### src/rtl/cpu_sequencer.sv
// cpu_sequencer: multi-cycle fetch/decode/read/calc/write sequencer for the 8-bit CPU.
// Optional build macro CPU_SEQ_SINGLE_STEP_EN adds a step input and a STEP state.
module cpu_sequencer #(
    parameter int DATA_WIDTH   = 8,
    parameter int BUS_WIDTH    = 4,
    parameter int OPCODE_WIDTH = 6,
    parameter int PC_WIDTH     = 8,
    parameter int INSTR_WIDTH  = OPCODE_WIDTH + 2 * BUS_WIDTH
) (
    input  logic                    clk,
    input  logic                    rstn,
    input  logic                    start,
`ifdef CPU_SEQ_SINGLE_STEP_EN
    input  logic                    step,
`endif
    output logic                    imem_req,
    output logic [PC_WIDTH-1:0]     imem_addr,
    input  logic [INSTR_WIDTH-1:0]  imem_rdata,
    input  logic                    imem_ack,
    output logic [BUS_WIDTH-1:0]    rf_raddr1,
    output logic [BUS_WIDTH-1:0]    rf_raddr2,
    input  logic [DATA_WIDTH-1:0]   rf_rdata1,
    input  logic [DATA_WIDTH-1:0]   rf_rdata2,
    output logic                    rf_we,
    output logic [BUS_WIDTH-1:0]    rf_waddr,
    output logic [DATA_WIDTH-1:0]   rf_wdata,
    output logic                    alu_en,
    output logic [OPCODE_WIDTH-1:0] alu_opcode,
    output logic [DATA_WIDTH-1:0]   alu_value1,
    output logic [DATA_WIDTH-1:0]   alu_value2,
    output logic [BUS_WIDTH-1:0]    alu_addr1,
    output logic [BUS_WIDTH-1:0]    alu_addr2,
    input  logic [DATA_WIDTH-1:0]   alu_result,
    input  logic                    alu_calc_done,
    input  logic                    alu_err,
    input  logic                    alu_finish,
    output logic [PC_WIDTH-1:0]     pc,
    output logic                    busy,
    output logic                    halted,
    output logic                    fault
);

    typedef enum logic [3:0] {
        S_IDLE,
        S_FETCH,
        S_DECODE,
        S_READ,
        S_CALC,
        S_CWAIT,
        S_WRITE,
        S_HALT,
        S_FAULT
`ifdef CPU_SEQ_SINGLE_STEP_EN
        ,
        S_STEP
`endif
    } state_e;

`ifdef CPU_SEQ_SINGLE_STEP_EN
    localparam state_e S_NEXT = S_STEP;
`else
    localparam state_e S_NEXT = S_FETCH;
`endif

    localparam logic [PC_WIDTH-1:0] PC_ONE = PC_WIDTH'(1);

    state_e                  state_q, state_d;
    logic [PC_WIDTH-1:0]     pc_q, pc_d;
    logic [INSTR_WIDTH-1:0]  instr_q, instr_d;
    logic [DATA_WIDTH-1:0]   val1_q, val1_d;
    logic [DATA_WIDTH-1:0]   val2_q, val2_d;

    logic [OPCODE_WIDTH-1:0] opcode;
    logic [BUS_WIDTH-1:0]    fld_a1;
    logic [BUS_WIDTH-1:0]    fld_a2;

    assign opcode = instr_q[INSTR_WIDTH-1 -: OPCODE_WIDTH];
    assign fld_a1 = instr_q[2*BUS_WIDTH-1 -: BUS_WIDTH];
    assign fld_a2 = instr_q[BUS_WIDTH-1:0];

    always_ff @(posedge clk or negedge rstn) begin
        if (!rstn) begin
            state_q <= S_IDLE;
            pc_q    <= '0;
            instr_q <= '0;
            val1_q  <= '0;
            val2_q  <= '0;
        end else begin
            state_q <= state_d;
            pc_q    <= pc_d;
            instr_q <= instr_d;
            val1_q  <= val1_d;
            val2_q  <= val2_d;
        end
    end

    always_comb begin
        state_d = state_q;
        pc_d    = pc_q;
        instr_d = instr_q;
        val1_d  = val1_q;
        val2_d  = val2_q;
        unique case (state_q)
            S_IDLE, S_HALT, S_FAULT: begin
                if (start) begin
                    state_d = S_FETCH;
                    pc_d    = '0;
                end
            end
            S_FETCH: begin
                if (imem_ack) begin
                    instr_d = imem_rdata;
                    state_d = S_DECODE;
                end
            end
            S_DECODE: begin
                if (alu_finish) begin
                    state_d = S_HALT;
                end else if (opcode == '0) begin
                    pc_d    = pc_q + PC_ONE;
                    state_d = S_NEXT;
                end else begin
                    state_d = S_READ;
                end
            end
            S_READ: begin
                val1_d  = rf_rdata1;
                val2_d  = rf_rdata2;
                state_d = S_CALC;
            end
            // Error wins over done so a faulting result is never written.
            S_CALC, S_CWAIT: begin
                if (alu_err) begin
                    state_d = S_FAULT;
                end else if (alu_calc_done) begin
                    state_d = S_WRITE;
                end else begin
                    state_d = S_CWAIT;
                end
            end
            S_WRITE: begin
                pc_d    = pc_q + PC_ONE;
                state_d = S_NEXT;
            end
`ifdef CPU_SEQ_SINGLE_STEP_EN
            S_STEP: begin
                if (step) begin
                    state_d = S_FETCH;
                end
            end
`endif
            default: begin
                state_d = S_IDLE;
            end
        endcase
    end

    assign imem_req   = (state_q == S_FETCH);
    assign imem_addr  = pc_q;
    assign rf_raddr1  = fld_a1;
    assign rf_raddr2  = fld_a2;
    assign rf_we      = (state_q == S_WRITE);
    assign rf_waddr   = fld_a1;
    assign rf_wdata   = rf_we ? alu_result : '0;
    assign alu_en     = (state_q == S_CALC);
    assign alu_opcode = opcode;
    assign alu_value1 = val1_q;
    assign alu_value2 = val2_q;
    assign alu_addr1  = fld_a1;
    assign alu_addr2  = fld_a2;
    assign pc         = pc_q;
    assign halted     = (state_q == S_HALT);
    assign fault      = (state_q == S_FAULT);

`ifdef CPU_SEQ_SINGLE_STEP_EN
    assign busy = !(state_q inside {S_IDLE, S_HALT, S_FAULT, S_STEP});
`else
    assign busy = !(state_q inside {S_IDLE, S_HALT, S_FAULT});
`endif

endmodule

### config.mk
export PLATFORM = sky130hd
export DESIGN_NAME = cpu_sequencer
export DESIGN_NICKNAME = d
export VERILOG_FILES = /design/src/rtl/cpu_sequencer.sv
export SDC_FILE = /design/constraint.sdc
export NUM_CORES = 1
export LEC_CHECK = 0
export BUFFER_PORTS_ARGS = -buffer_cell sky130_fd_sc_hd__buf_4
export CAP_MARGIN = 20
export CORE_MARGIN = 5
export CORE_UTILIZATION = 45
export DETAILED_ROUTE_END_ITERATION = 7
export PLACE_DENSITY = 0.89
export SLEW_MARGIN = 20
export SYNTH_ARGS = -nofsm -noshare
export SYNTH_HDL_FRONTEND = slang
export SYNTH_SLANG_ARGS = --single-unit
### constraint.sdc
create_clock -name clk -period 2.1 [get_ports clk]
set_clock_uncertainty 0.2 [all_clocks]
set_input_delay 0.105 -clock clk [delete_from_list [all_inputs] [get_ports clk]]
set_output_delay 0.105 -clock clk [all_outputs]
set_load 0.05 [all_outputs]
==> run metrics <==
Bufs on Longest Clock Path=2; number of rows in the core area=25; final antenna-violating net count=0; area share of fa/ha/maj cells after synthesis=less than 1%; post-synthesis instance area=approximately 2200 µm²; origin of the worst min-delay path=alu_calc_done; worst slew pin tran=between 0.5 and 0.6 ns; P per Cell Area=1720 nW/µm²; max-cap viol count=0; largest family of logic cells by synthesized area=multiplexers; critical path required time=1.79 ns; per-cell routed wire length=around 16 µm; CP arrival=between 1.5 and 2 ns; reg-to-reg startpoint=instr_q[11]; post-synth cell types=a little over 40; mean instance size in the synthesized netlist=between 10 and 15 µm²; dominant cells by area after synthesis=dfrtp_1 49%, mux2_2 16%, buf_4 7.7%; count of TritonRoute iterations in the first routing pass=5; post-route non-filler standard cell count=roughly 380; die height=between 70 and 80 µm; register clock-pin slew on the reported worst setup and hold paths=roughly 0.08 ns; Setup crit end kind=primary output; DRC violation count after routing=0; Clock Tree Root=clkbuf_8; CP max stage delay=approximately 0.49 ns; setup repair after global routing missed its margin=no; H-tree lvl count=2; maximum VDD drop=between 1 and 1.5 mV; leading cell type by number of instances after synthesis=dfrtp_1; crit path launch type=flip-flop; clock period minus worst slack=slightly below 2 ns; overall routed net length=5.87 mm; share of the cycle needed by the critical path after routing=about 90%; layout cells sized above 1=a little over half; RD Place Congestion=slightly above 0.8; count of final hold-check violations=0; fraction of the core area covered by cells at the end of the flow=~72%; Total Die Area=roughly 6300 µm²; first-pass GRT wire length=roughly 9.5 mm; initial core utilization=a little under half; share of the synthesized area in the top cell type=between 40% and 50%; clock latency on the worst-skew pair=roughly 0.29 ns; Achievable Freq=~0.51 GHz; sequential share of the synthesized area=48.8%; ordered cell list for the critical path=buf_4 -> nand2b_1 -> nor2_4 -> and2_1 -> buf_4; launch point of the worst path=state_q[2]; warning count from the yosys run=0; antenna fix cells=0; iteration-0 DRC count of the detailed router=just over 80; TritonCTS clock tree=built; maximum number of pins on one net before global-route repair=between 40 and 50; power consumption=between 5 and 6 mW; simple-gate area share of the yosys netlist=between 10% and 20%; number of nets in the synthesized netlist=approximately 230; most frequent CP cell=buf_4; number of buffers inserted during clock tree synthesis=5; placed wire-length estimate after detailed placement=~4.0 mm; relative slew slack=between 60% and 70%; mean number of vias per cell=5.01; top cell type by total area after synthesis=dfrtp_1; Pleak=~1.7 nW; Top FF cell, synth=dfrtp_1; fraction of registers with async set or reset after synthesis=100%; total of flip-flops plus latches after synthesis=42; worst-path maximum fanout=9; gr ovfl total=0; Crit Path Class=flip-flop to primary output; multiplexer share of the synthesized area=between 15 and 20%; I/O pin count=117; number of global-route vias before repair=1,997; Cells after DPL=between 300 and 400; area of the placeable core=roughly 4700 µm²; status=complete, no violations; total negative slack=0 ns; number of input and output port buffers inserted=between 100 and 150; Total Routing Usage GR=roughly a fifth; total number of clock tree sinks=42; library cell contributing the largest single delay on the critical path=dfrtp_1; Hold Crit Class=input pin to flip-flop; number of enable flip-flop cells after synthesis=0; setup violators final=0; Final Max Tran Viols=0; Synth Area in XOR/XNOR=0%; total vias in the final route=about 1,900; # Post-CTS Setup Buffers=0; commonest cells in the netlist=42 x dfrtp_1, 30 x mux2_2, 22 x buf_4; layout net count=367; number of antenna violations at the first check in global routing=0; horizontal die dimension=between 70 and 80 µm; area growth from synthesis to final layout=57.5%; Syn Inst Count=about 190; share of the synthesized area in compound gates (AO/OA/AOI/OAI)=9.29%
## flip-flops by register name, indices dropped and copies added, names as in the netlist
name,cells
state_q,4
instr_q,14
alu_value2,8
alu_value1,8
imem_addr,8
## final timing paths
path                       slack (ns)       endpoint  cells past startpoint
hold / removal                   0.03     state_q[0]                      4
max in group asynchronous        1.17     state_q[1]                      2
hold reg to reg                  0.31  alu_value1[2]                      1
setup / recovery                 0.16    rf_wdata[6]                      5
min in group asynchronous        0.13     state_q[0]                      2
setup reg to reg                 0.25   imem_addr[1]                      4
## report_power, final
part | internal [mW] | switching, mW | total (mW)
clock | 0.264 | 0.278 | 0.543
sequential | 1.16 | 0.319 | 1.48
combinational | 1.30 | 2.52 | 3.82
total | 2.73 | 3.12 | 5.85
## metrics by stage
stage	instance area, µm²	worst slack (ns)	hold slack, ns
2_1_floorplan	2170	-0.0343	-0.391
3_3_place_gp	2960	0.228	-0.0831
3_5_place_dp	2960	0.215	-0.0747
4_1_cts	3380	0.0655	0.0220
5_1_grt	3390	0.0301	0.0403
6_report	3390	0.155	0.0329
## routing by layer
layer | track usage (%) | share of wire [%]
met5 | 0 | 0
met2 | 35.9 | 54
met1 | 22.0 | 39
met3 | 3.63 | 5.5
met4 | 5.33 | 1.3
## final cells by class
cell class / count / area [µm²]
Multi-Input combinational cell: 112 / 908
Clock buffer: 6 / 82.6
Fill cell: 342 / 1300
Inverter: 4 / 15.0
Timing Repair Buffer: 156 / 1250
Tap cell: 54 / 67.6
Clock inverter: 2 / 12.5
Sequential cell: 42 / 1050
## timing repair
action	CTS	global route
endpoints found under the hold margin	74	0
hold buffers	33	0
setup endpoints to repair	1	9
gates resized for setup	1	3
## cells in the final DEF (no fill, tap or decap), types with 2 or more instances in the layout
master	netlist	routed
a31oi_1	11	11
o21ai_0	5	5
nor3_1	4	3
nor2_1	6	4
clkbuf_8	0	6
nor2b_1	2	2
nor2_4	0	2
and3_1	4	4
dfrtp_2	0	2
dlygate4sd3_1	0	33
nand2_1	7	7
dfrtp_1	42	40
nand3_1	2	2
buf_4	22	123
inv_1	4	4
and2_1	9	9
nand2b_1	2	2
or3_1	3	3
nor4_1	2	2
mux2_2	30	30
a21oi_1	2	2
mux2i_1	3	3
nor3_2	1	2
## critical path: cells and delay by family (launching register included)
family / cells / cell delay, ns
buf+inv: 2 / 0.40
flops: 1 / 0.49
simple gates: 3 / 0.45
## kinds of logic after synthesis
group                    after synthesis
buffers and inverters                 32
flip-flops                            42
AND/OR/NAND/NOR                       50
AO/OA/AOI/OAI                         28
multiplexers                          33
adder cells (fa/ha/maj)                1
No activity file was read; power rests on OpenSTA's default activity.
